## src/rtl/sap1_ram_loader_pkg.sv

```systemverilog
// -----------------------------------------------------------------------------
// sap1_ram_loader_pkg
// Shared definitions for the SAP-1 memory front end: default geometry of the
// 16x8 program/data RAM, the write-enable pulse length, and the 3-bit state
// encodings of the RAM loader FSM. Imported by the loader, the MAR, the RAM
// wrapper and the controller so they all agree on widths and encodings.
// -----------------------------------------------------------------------------
package sap1_ram_loader_pkg;

    localparam int ADDR_W_DEF    = 4;   // 16 words
    localparam int DATA_W_DEF    = 8;   // two 4-bit RAM chips side by side
    localparam int WE_CYCLES_DEF = 2;   // ram_n_we low time per write
    localparam int WE_CNT_W      = 4;   // holds WE_CYCLES-1 for WE_CYCLES up to 15

    // Loader FSM state encodings
    localparam logic [2:0] ST_RUN   = 3'd0;
    localparam logic [2:0] ST_IDLE  = 3'd1;
    localparam logic [2:0] ST_SETUP = 3'd2;
    localparam logic [2:0] ST_WRITE = 3'd3;
    localparam logic [2:0] ST_HOLD  = 3'd4;
    localparam logic [2:0] ST_DONE  = 3'd5;

endpackage

```

## src/rtl/sap1_mar.sv

```systemverilog
// -----------------------------------------------------------------------------
// sap1_mar
// SAP-1 memory address register: a load register with asynchronous clear.
//   clk   : rising-edge clock
//   clr   : asynchronous active-high clear (q -> 0)
//   n_lm  : active-low load; q takes d on the rising edge while low
//   d     : address from the W bus low nibble
//   q     : registered address
// -----------------------------------------------------------------------------
module sap1_mar
    import sap1_ram_loader_pkg::*;
#(
    parameter int ADDR_W = ADDR_W_DEF
) (
    input  logic              clk,
    input  logic              clr,
    input  logic              n_lm,
    input  logic [ADDR_W-1:0] d,
    output logic [ADDR_W-1:0] q
);

    logic [ADDR_W-1:0] mar_q;
    logic [ADDR_W-1:0] mar_d;

    always_comb begin
        mar_d = mar_q;
        if (!n_lm) begin
            mar_d = d;
        end
    end

    always_ff @(posedge clk or posedge clr) begin
        if (clr) begin
            mar_q <= '0;
        end else begin
            mar_q <= mar_d;
        end
    end

    assign q = mar_q;

endmodule

```

## src/rtl/sap1_ram_loader.sv

```systemverilog
// -----------------------------------------------------------------------------
// sap1_ram_loader
// Address and programming front end for the SAP-1 16x8 RAM.
// Run mode: acts as the MAR (loads bus_in on n_lm low) and passes the
// controller's chip enable through to the RAM.
// Program mode: accepts a valid/ready byte stream and writes it to addresses
// 0..2^ADDR_W-1, each write framed as SETUP / WRITE (ram_n_we low for
// WE_CYCLES cycles) / HOLD with address and data held steady throughout.
//   clk, clr            : clock, asynchronous active-high reset
//   prog                : 1 = program mode, 0 = run mode (level)
//   n_lm, bus_in        : run-mode MAR load strobe (active-low) and W-bus nibble
//   n_ce_run            : run-mode RAM enable from the controller (active-low)
//   load_valid/_data    : program byte stream in
//   load_ready          : loader can accept a byte (IDLE only)
//   ram_a, ram_d        : RAM address / write data
//   ram_n_we, ram_n_ce  : RAM write enable (registered) / chip enable, active-low
//   done                : every word written this program session
// -----------------------------------------------------------------------------
module sap1_ram_loader
    import sap1_ram_loader_pkg::*;
#(
    parameter int ADDR_W    = ADDR_W_DEF,
    parameter int DATA_W    = DATA_W_DEF,
    parameter int WE_CYCLES = WE_CYCLES_DEF
) (
    input  logic              clk,
    input  logic              clr,
    input  logic              prog,
    input  logic              n_lm,
    input  logic [ADDR_W-1:0] bus_in,
    input  logic              n_ce_run,
    input  logic              load_valid,
    input  logic [DATA_W-1:0] load_data,
    output logic              load_ready,
    output logic [ADDR_W-1:0] ram_a,
    output logic [DATA_W-1:0] ram_d,
    output logic              ram_n_we,
    output logic              ram_n_ce,
    output logic              done
);

    // Counter is one bit wider than the address so the post-last value is
    // distinct from 0 and can never alias back onto word 0.
    localparam logic [ADDR_W:0]   LAST_CNT = (ADDR_W+1)'((1 << ADDR_W) - 1);
    localparam logic [WE_CNT_W-1:0] WE_LAST = WE_CNT_W'(WE_CYCLES - 1);

    logic [2:0]          state_q,  state_d;
    logic [ADDR_W:0]     cnt_q,    cnt_d;
    logic [ADDR_W-1:0]   addr_q,   addr_d;
    logic [DATA_W-1:0]   data_q,   data_d;
    logic [WE_CNT_W-1:0] we_cnt_q, we_cnt_d;
    logic                n_we_q,   n_we_d;

    logic [ADDR_W-1:0]   mar_out;
    logic                mar_n_lm;

    // The MAR only listens to the controller in run mode; in program mode it
    // keeps whatever address it held so run mode resumes where it left off.
    assign mar_n_lm = n_lm | (state_q != ST_RUN);

    sap1_mar #(
        .ADDR_W (ADDR_W)
    ) u_mar (
        .clk  (clk),
        .clr  (clr),
        .n_lm (mar_n_lm),
        .d    (bus_in),
        .q    (mar_out)
    );

    always_comb begin
        state_d  = state_q;
        cnt_d    = cnt_q;
        addr_d   = addr_q;
        data_d   = data_q;
        we_cnt_d = we_cnt_q;
        case (state_q)
            ST_RUN: begin
                cnt_d = '0;
                if (prog) begin
                    state_d = ST_IDLE;
                end
            end
            ST_IDLE: begin
                // Mode exit wins over a byte offered in the same cycle.
                if (!prog) begin
                    state_d = ST_RUN;
                end else if (load_valid) begin
                    data_d  = load_data;
                    addr_d  = cnt_q[ADDR_W-1:0];
                    state_d = ST_SETUP;
                end
            end
            ST_SETUP: begin
                we_cnt_d = '0;
                state_d  = ST_WRITE;
            end
            ST_WRITE: begin
                if (we_cnt_q == WE_LAST) begin
                    state_d = ST_HOLD;
                end else begin
                    we_cnt_d = we_cnt_q + 1'b1;
                end
            end
            ST_HOLD: begin
                cnt_d   = cnt_q + 1'b1;
                state_d = (cnt_q == LAST_CNT) ? ST_DONE : ST_IDLE;
            end
            ST_DONE: begin
                if (!prog) begin
                    state_d = ST_RUN;
                end
            end
            default: begin
                state_d = ST_RUN;
            end
        endcase
        // Write enable is decoded from the next state so the pin itself is a
        // bare flop output and cannot glitch.
        n_we_d = (state_d != ST_WRITE);
    end

    always_ff @(posedge clk or posedge clr) begin
        if (clr) begin
            state_q  <= ST_RUN;
            cnt_q    <= '0;
            addr_q   <= '0;
            data_q   <= '0;
            we_cnt_q <= '0;
            n_we_q   <= 1'b1;
        end else begin
            state_q  <= state_d;
            cnt_q    <= cnt_d;
            addr_q   <= addr_d;
            data_q   <= data_d;
            we_cnt_q <= we_cnt_d;
            n_we_q   <= n_we_d;
        end
    end

    always_comb begin
        ram_n_ce = 1'b1;
        case (state_q)
            ST_RUN:                      ram_n_ce = n_ce_run;
            ST_SETUP, ST_WRITE, ST_HOLD: ram_n_ce = 1'b0;
            default:                     ram_n_ce = 1'b1;
        endcase
    end

    assign ram_a      = (state_q == ST_RUN) ? mar_out : addr_q;
    assign ram_d      = data_q;
    assign ram_n_we   = n_we_q;
    assign load_ready = (state_q == ST_IDLE);
    assign done       = (state_q == ST_DONE);

endmodule
```

## config.mk

```make
export PLATFORM = sky130hd
export DESIGN_NAME = sap1_ram_loader
export DESIGN_NICKNAME = d
export VERILOG_FILES = /design/src/rtl/sap1_ram_loader_pkg.sv /design/src/rtl/sap1_mar.sv /design/src/rtl/sap1_ram_loader.sv
export SDC_FILE = /design/constraint.sdc
export NUM_CORES = 1
export LEC_CHECK = 0
export CAP_MARGIN = 10
export CORE_ASPECT_RATIO = 1.2
export CORE_MARGIN = 2
export CORE_UTILIZATION = 50
export DETAILED_ROUTE_END_ITERATION = 16
export PLACE_DENSITY = 0.89
export SLEW_MARGIN = 20
export SYNTH_ARGS = -nofsm -noshare
export SYNTH_HDL_FRONTEND = slang
export SYNTH_SLANG_ARGS = --single-unit
```

## constraint.sdc

```tcl
create_clock -name clk -period 3.01 [get_ports clk]
set_clock_uncertainty 0.15 [all_clocks]
set_input_delay 0.301 -clock clk [delete_from_list [all_inputs] [get_ports clk]]
set_output_delay 0.301 -clock clk [all_outputs]
set_load 0.03 [all_outputs]
```

==> results.json, run 1 <==
{
  "status": "finished clean",
  "root_buffer": "clkbuf_4",
  "cts_hold_buf": 0,
  "numCtsBuffers": 5,
  "grt_start_max_net_pins": 30,
  "tightest_slew_ps": 472,
  "clockBufferDepth": 2,
  "insertion_delay_ps": 330,
  "cap_violations": 0,
  "grt_pass1_wl_mm": 4.81,
  "grt_pass1_vias": 1050,
  "worstSetupPathType": "reg2out",
  "fp.dieH_um": 62.9,
  "ys_seq_area_share_pct": 50.3,
  "viasPerCell": 5.36,
  "yosysTopAreaCellShare_pct": 48.4,
  "ir_worst_vdd_mv": 0.559,
  "switching_share_pct": 40.4,
  "syn_to_final_growth_pct": 28.3,
  "path_max_fanout": 15,
  "whs_ps": 188,
  "rows": 21,
  "htreeDepth": 2,
  "port_buffers": 33,
  "register_area_um2": 727,
  "syn_nets": 140,
  "post-route-drc-count": 0,
  "die_area_mm2": 0.00334,
  "io_pins": 34,
  "cts_resized": 0,
  "place.gp.congestion": 0.796,
  "fillers": 221,
  "relSlewSlack_pct": 68.6,
  "antenna_left": 0,
  "cts_tree": "built",
  "yosysWarningCount": 0,
  "drtIter0Drc": 17,
  "hold_viol": 0,
  "fmax_mhz": 374,
  "p_int_uw": 1080,
  "yosys_register_bits": 29,
  "hold_path.class": "in2async",
  "r2r_cells": 5,
  "critPathRequiredTime_ps": 2560,
  "drive_above_1_share_pct": 20.4,
  "via_count": 1024,
  "critPathCaptureType": "output pin",
  "finalCriticalPeriod_ps": 2670,
  "powerDensity_mw_per_mm2": 978,
  "period_share_pct": 88.7,
  "switching_power_uw": 733,
  "synthFlopType": "dfrtp_1",
  "synth_area_leader_cell": "dfrtp_1",
  "fin_setup_tns_ps": 0,
  "multi_input_area_um2": 658,
  "drt_wl_total_mm": 2.79,
  "synth_edf_count": 0,
  "grt-ovfl-total": 0,
  "synth_most_common_cell": "dfrtp_1",
  "cp-start-kind": "flip-flop",
  "synthTopCellsByArea": "dfrtp_1 (48%), mux2_4 (9.3%), mux2_2 (8.6%), ha_1 (3.5%), o21ai_0 (3.1%)",
  "wire_per_inst_um": 14.6,
  "die_w_um": 53.1,
  "comb_power_share_pct": 52.1,
  "antenna_found_initial": 0,
  "pwr-share-clk_pct": 12.3,
  "syn_inst": 118,
  "core_area_mm2": 0.00279,
  "ys_async_sr_fraction_pct": 100,
  "syn_area_mm2": 0.00145,
  "clock-sinks": 29,
  "setup_violations": 0,
  "num_antenna_cells": 0,
  "seqPwrFrac_pct": 35.7,
  "ys_types": 34,
  "syn_avg_cell_area_um2": 12.3,
  "start_util_pct": 51.9,
  "postCtsSetupBuffers": 0,
  "nets": 178,
  "drv_slew": 0,
  "dp_hpwl_mm": 2.00,
  "p_leak_uw": 0.000830,
  "synthTopCellsByCount": "dfrtp_1 (28), mux2_2 (11), mux2_4 (9), o21ai_0 (9)",
  "rsz0062_at_grt": "no",
  "worstPathArrival_ps": 2220,
  "clk_pin_slew_ps": 90,
  "first_pass_iters": 4,
  "grt_use_total_pct": 20.1
}
critical path, stage by stage (launching register included):
cell,delay [ps]
dfrtp_1,560
nor3_1,240
buf_4,170
mux2_2,330
clkdlybuf4s50_1,590
power groups by stage:
stage / logic [uW] / registers [uW] / clock network, uW
2_1_floorplan: 537 / 736 / 0
3_3_place_gp: 929 / 643 / 0
3_5_place_dp: 949 / 653 / 0
4_1_cts: 954 / 648 / 230
5_1_grt: 1020 / 669 / 258
6_report: 945 / 647 / 222
cells in the final DEF, fill, tap and decap left out, types with 2 or more instances in the layout:
cell and instances:
o311ai_0 2, nand3b_1 2, dfrtp_1 28, a21o_1 2, nand2b_1 3, nand3_1 6, buf_4 4, nor3b_1 2
mux2i_1 2, clkdlybuf4s50_1 33, clkbuf_1 3, inv_1 5, ha_1 4, nor2_1 3, o21ai_0 9, clkbuf_4 5
nor2b_1 2, mux2_2 11, nor3_1 2, nand2_1 6, mux2_4 9, and3_1 2
state kept, by name, summed over array words and instances (netlist names):
register and cells:
ram_d 8, state_q 3, we_cnt_q 4, cnt_q 5, ram_n_we 1, u_mar.q 4
addr_q 4
worst paths after layout:
path / slack (ps) / from / endpoint
worst max register to register: 1140 / state_q[0] / ram_d[6]
worst min-delay path: 190 / clr / we_cnt_q[1]
min in group clk: 360 / addr_q[0] / addr_q[0]
max in group asynchronous: 2220 / clr / ram_n_we
worst min register to register: 360 / addr_q[0] / addr_q[0]
worst max-delay path: 340 / state_q[1] / ram_a[1]
cell families after synthesis:
kind of cell / share of synthesized area (%)
mux: 19.3
buf+inv: 4.24
compound gates: 7.35
xor+xnor: 0.606
fa+ha+maj: 3.46
simple gates: 14.8
flops: 50.3
cell type report:
cell class | instances | area share (%)
inverter | 5 | 1.01
multi-input combinational | 78 | 35.5
clock buffer | 8 | 2.63
sequential | 29 | 39.2
timing repair buffer | 37 | 19.4
tap | 34 | 2.29
routing by layer:
metal  share of wire (%)  track usage (%)
met2                  49             28.9
met3                 5.9             7.89
met1                  43             26.7
met5                   0                0
met4                 2.1             8.65
per-stage QoR:
stage	power [uW]	setup slack (ps)	utilization [%]	instance area [um^2]	instances
after floorplan	1270	1030	-	1450	118
after global placement	1570	743	64.9	1810	183
after detailed placement	1600	711	64.9	1810	183
after CTS	1830	335	66.6	1860	191
after global routing	1940	169	66.6	1860	191
final	1810	339	66.6	1860	191
Note: power is estimated with default switching activity, not from simulation.
==> run 2, diff against run 1 <==
--- a/config.mk
+++ b/config.mk
@@ -5,12 +5,12 @@
 export SDC_FILE = /design/constraint.sdc
 export NUM_CORES = 1
 export LEC_CHECK = 0
-export CAP_MARGIN = 10
+export CAP_MARGIN = 40
 export CORE_ASPECT_RATIO = 1.2
 export CORE_MARGIN = 2
-export CORE_UTILIZATION = 50
+export CORE_UTILIZATION = 53
 export DETAILED_ROUTE_END_ITERATION = 16
-export PLACE_DENSITY = 0.89
+export PLACE_DENSITY = 0.93
 export SLEW_MARGIN = 20
 export SYNTH_ARGS = -nofsm -noshare
 export SYNTH_HDL_FRONTEND = slang
==> results.json, run 2 (synthesis gave the netlist of run 1 again) <==
{
  "critPathBufInv": 2,
  "htreeDepth": 2,
  "insertion_delay_ps": 330,
  "p_int_uw": 1120,
  "drtIter0Drc": 22,
  "start_util_pct": 56.1,
  "path_delay_family": "buffers and inverters",
  "core_area_mm2": 0.00258,
  "p_leak_uw": 0.000845,
  "critPathCaptureType": "output pin",
  "cts_hold_buf": 0,
  "nets": 178,
  "cp-start-kind": "flip-flop",
  "port_buffers": 33,
  "setup_violations": 0,
  "ir_worst_vdd_mv": 0.692,
  "syn_to_final_growth_pct": 29.7,
  "critPathRequiredTime_ps": 2560,
  "viasPerCell": 5.67,
  "switching_power_uw": 756,
  "worstPathArrival_ps": 2270,
  "cts_tree": "built",
  "antenna_left": 0,
  "fin_setup_tns_ps": 0,
  "io_pins": 34,
  "antenna_found_initial": 0,
  "clock-sinks": 29,
  "drive_above_1_share_pct": 22.3,
  "largest_register_ffs": 8,
  "powerDensity_mw_per_mm2": 1000,
  "path_max_fanout": 15,
  "switching_share_pct": 40.2,
  "post-route-drc-count": 0,
  "rsz0062_at_grt": "no",
  "wire_per_inst_um": 15.8,
  "slowest_stage": "clkdlybuf4s50_1",
  "die_w_um": 51.7,
  "drv_slew": 0,
  "placed_cell_area_mm2": 0.00181,
  "worstSetupPathType": "reg2out",
  "crit_chain": "nor3_1 -> buf_4 -> mux2_2 -> clkdlybuf4s50_1",
  "pwr-share-clk_pct": 14.5,
  "finalCriticalPeriod_ps": 2720,
  "grt_pass1_wl_mm": 4.85,
  "comb_power_share_pct": 51.0,
  "rows": 20,
  "hold_path.class": "in2async",
  "numCtsBuffers": 5,
  "status": "finished clean",
  "seqPwrFrac_pct": 34.5,
  "place.gp.congestion": 0.813,
  "period_share_pct": 90.4,
  "grt_use_total_pct": 22.0,
  "fmax_mhz": 367,
  "cts_resized": 0,
  "first_pass_iters": 4,
  "num_antenna_cells": 0,
  "tightest_slew_ps": 489,
  "clk_pin_slew_ps": 90,
  "fp.dieH_um": 61.2,
  "grt_start_max_net_pins": 30,
  "slowest_delay_ps": 610,
  "final_common_cell": "clkdlybuf4s50_1",
  "via_count": 1078,
  "grt-ovfl-total": 0,
  "relSlewSlack_pct": 67.4,
  "root_buffer": "clkbuf_4",
  "clockBufferDepth": 2,
  "grt_pass1_vias": 1055,
  "cap_violations": 0,
  "finalInstanceArea_mm2": 0.00188,
  "die_area_mm2": 0.00316,
  "dp_hpwl_mm": 2.13,
  "hold_viol": 0,
  "postCtsSetupBuffers": 0,
  "layout_common_cells": "clkdlybuf4s50_1 (33), dfrtp_1 (28), mux2_2 (11)",
  "drt_wl_total_mm": 3.00,
  "post-route-util_pct": 72.8
}
==> run 2: cell types whose count changed in the layout (fill, tap and decap cells not counted), sizes merged <==
| cell | before | now |
|---|---|---|
| clkbuf | 8 | 7 |
| clkinv | 0 | 1 |
==> run 2: path summary, 6_finish.rpt <==
path | to | slack, ps | startpoint | cells after the start
worst min-delay path | cnt_q[3] | 180 | clr | 3
worst min register to register | addr_q[0] | 360 | addr_q[0] | 1
min in group clk | addr_q[0] | 360 | addr_q[0] | 1
worst max register to register | ram_d[6] | 1140 | state_q[1] | 4
worst max-delay path | ram_a[0] | 290 | state_q[1] | 4
max in group asynchronous | ram_n_we | 2230 | clr | 3
==> run 2: per-stage QoR <==
stage	setup WS, ps	instances	total power [uW]	hold WS, ps
2_1_floorplan	1030	118	1270	228
3_3_place_gp	741	182	1570	334
3_5_place_dp	668	182	1610	342
4_1_cts	292	190	1890	186
5_1_grt	212	190	1980	219
6_report	288	190	1880	179
==> run 2: cell type report <==
class | count | area [um^2]
fill | 197 | 702
clock inverter | 1 | 5.00
clock buffer | 7 | 65.1
inverter | 5 | 18.8
multi-input combinational | 78 | 658
sequential | 29 | 727
timing repair buffer | 37 | 360
tap | 33 | 41.3
==> run 2: layer usage <==
metal	part of all wire, %	track usage (%)	vias to the layer above
met5	0	0	-
met4	2.1	10.9	0
met3	7.6	8.25	8
met2	51	38.3	42
met1	40	23.5	529
li1	-	-	499
==> run 2: power by group through the flow <==
stage	registers, uW	clock network [uW]	logic, uW
global placement	640	0	926
floorplan	736	0	537
finish	650	272	959
detailed placement	656	0	959
global route	666	294	1020
CTS	648	280	965
==> run 2: worst register-to-register path: cells and delay by family, from the launching register on <==
| kind | cells | cell delay, ps |
|---|---|---|
| buffers and inverters | 1 | 250 |
| DFF | 1 | 560 |
| muxes | 1 | 360 |
| and+or+nand+nor | 2 | 440 |
==> run 3, diff against run 2 <==
--- a/config.mk
+++ b/config.mk
@@ -8,9 +8,11 @@
 export CAP_MARGIN = 40
 export CORE_ASPECT_RATIO = 1.2
 export CORE_MARGIN = 2
-export CORE_UTILIZATION = 53
+export CORE_UTILIZATION = 60
 export DETAILED_ROUTE_END_ITERATION = 16
-export PLACE_DENSITY = 0.93
+export DONT_BUFFER_PORTS = 1
+export PLACE_DENSITY = 0.85
+export REMOVE_ABC_BUFFERS = 1
 export SLEW_MARGIN = 20
 export SYNTH_ARGS = -nofsm -noshare
 export SYNTH_HDL_FRONTEND = slang
==> results.json, run 3 (synthesis gave the netlist of run 1 again) <==
{
  "post-route-drc-count": 0,
  "drtIter0Drc": 26,
  "fin_setup_tns_ps": 0,
  "root_buffer": "clkbuf_4",
  "nets": 158,
  "layout_common_cells": "dfrtp_1 (28), dlygate4sd3_1 (13), mux2_2 (11)",
  "place_inst": 147,
  "switching_power_uw": 734,
  "die_w_um": 48.8,
  "p_leak_uw": 0.000764,
  "cts_tree": "built",
  "insertion_delay_ps": 330,
  "ir_worst_vdd_mv": 0.563,
  "drt_wl_total_mm": 2.94,
  "period_share_pct": 82.7,
  "cap_violations": 0,
  "drive_above_1_share_pct": 25.5,
  "antenna_found_initial": 0,
  "io_pins": 34,
  "relSlewSlack_pct": 52.2,
  "port_buffers": 0,
  "grt-ovfl-total": 0,
  "grt_use_total_pct": 24.5,
  "dpl_worst_slack_ps": 877,
  "worstSetupPathType": "reg2out",
  "place.gp.congestion": 0.769,
  "cp-start-kind": "flip-flop",
  "largest_register_ffs": 8,
  "viasPerCell": 5.68,
  "post-route-util_pct": 73.0,
  "tightest_slew_ps": 712,
  "final_common_cell": "dfrtp_1",
  "p_int_uw": 896,
  "fillers": 172,
  "finalCriticalPeriod_ps": 2490,
  "clockBufferDepth": 2,
  "numCtsBuffers": 5,
  "rows": 19,
  "syn_to_final_growth_pct": 15.1,
  "antenna_left": 0,
  "dp_hpwl_mm": 1.98,
  "critPathRequiredTime_ps": 2560,
  "worstPathArrival_ps": 2040,
  "grt_pass1_vias": 1014,
  "wire_per_inst_um": 17.5,
  "clk_pin_slew_ps": 100,
  "clock-sinks": 29,
  "r2r_cells": 5,
  "grt_pass1_wl_mm": 4.97,
  "powerDensity_mw_per_mm2": 979,
  "pwr-share-clk_pct": 14.2,
  "whs_ps": 39.1,
  "setup_violations": 0,
  "rsz0062_at_grt": "no",
  "postCtsSetupBuffers": 0,
  "hold_viol": 0,
  "final-instance-count-excl-fill": 168,
  "seqPwrFrac_pct": 48.5,
  "drv_slew": 0,
  "critPathCaptureType": "output pin",
  "core_area_mm2": 0.00228,
  "first_pass_iters": 6,
  "status": "finished clean",
  "die_area_mm2": 0.00282,
  "start_util_pct": 63.4,
  "grt_start_max_net_pins": 21,
  "hold_path.class": "in2reg",
  "path_max_fanout": 15,
  "switching_share_pct": 45.1,
  "num_antenna_cells": 0,
  "htreeDepth": 2,
  "via_count": 954,
  "min_delay_path_depth": 2,
  "comb_power_share_pct": 37.3,
  "fmax_mhz": 402,
  "fp.dieH_um": 57.8,
  "fin_ws_ps": 521
}
-- run 3: changes by cell type in the layout (fill, tap and decap cells not counted), sizes merged --
| cell | change |
|---|---|
| dlygate4sd3 | +13 |
| clkdlybuf4s50 | -33 |
| clkinv | +1 |
| clkinvlp | +1 |
| clkbuf | -2 |
-- run 3: final cells by class --
class	count	area, um^2	area share, %
Inverter	5	18.8	1.13
Timing Repair Buffer	17	168	10.1
Multi-Input combinational cell	78	658	39.5
Clock inverter	3	17.5	1.05
Clock buffer	5	37.5	2.25
Tap cell	31	38.8	2.33
Sequential cell	29	727	43.7
-- run 3: final timing paths --
check / slack [ps] / startpoint / end
min in group asynchronous: 260 / clr / ram_d[0]
max: 520 / state_q[1] / ram_a[1]
max in group asynchronous: 1900 / clr / ram_n_we
max reg2reg: 1020 / state_q[1] / ram_d[6]
min reg2reg: 380 / u_mar.q[2] / u_mar.q[2]
min: 40 / prog / state_q[2]
-- run 3: routing by layer --
metal	GRT usage, %	share of wire (%)	wire [um]
met1	28.0	42	1230
met2	41.3	54	1570
met3	7.99	2.7	79
met4	13.1	1.8	53
met5	0	0	0
-- run 3: power groups by stage --
stage | Combinational (uW) | Clock [uW] | Sequential, uW
floorplan | 466 | 0 | 778
global placement | 568 | 0 | 782
detailed placement | 594 | 0 | 796
CTS | 613 | 235 | 787
global route | 658 | 257 | 810
finish | 609 | 231 | 790
-- run 3: metrics by stage --
step	total power, uW	instance area (um^2)
after CTS	1630	1670
after global routing	1730	1670
after detailed placement	1390	1480
after global placement	1350	1470
after floorplan	1240	1400
final	1630	1670
-- run 3: critical path, cell delays in order (launching register included) --
cell,delay (ps)
dfrtp_1,550
nor3_1,660
mux2_2,500
-- run 3: what timing repair did --
item	CTS	global route
hold buffers	13	0
gates resized for setup	0	0
hold endpoints to repair	35	0
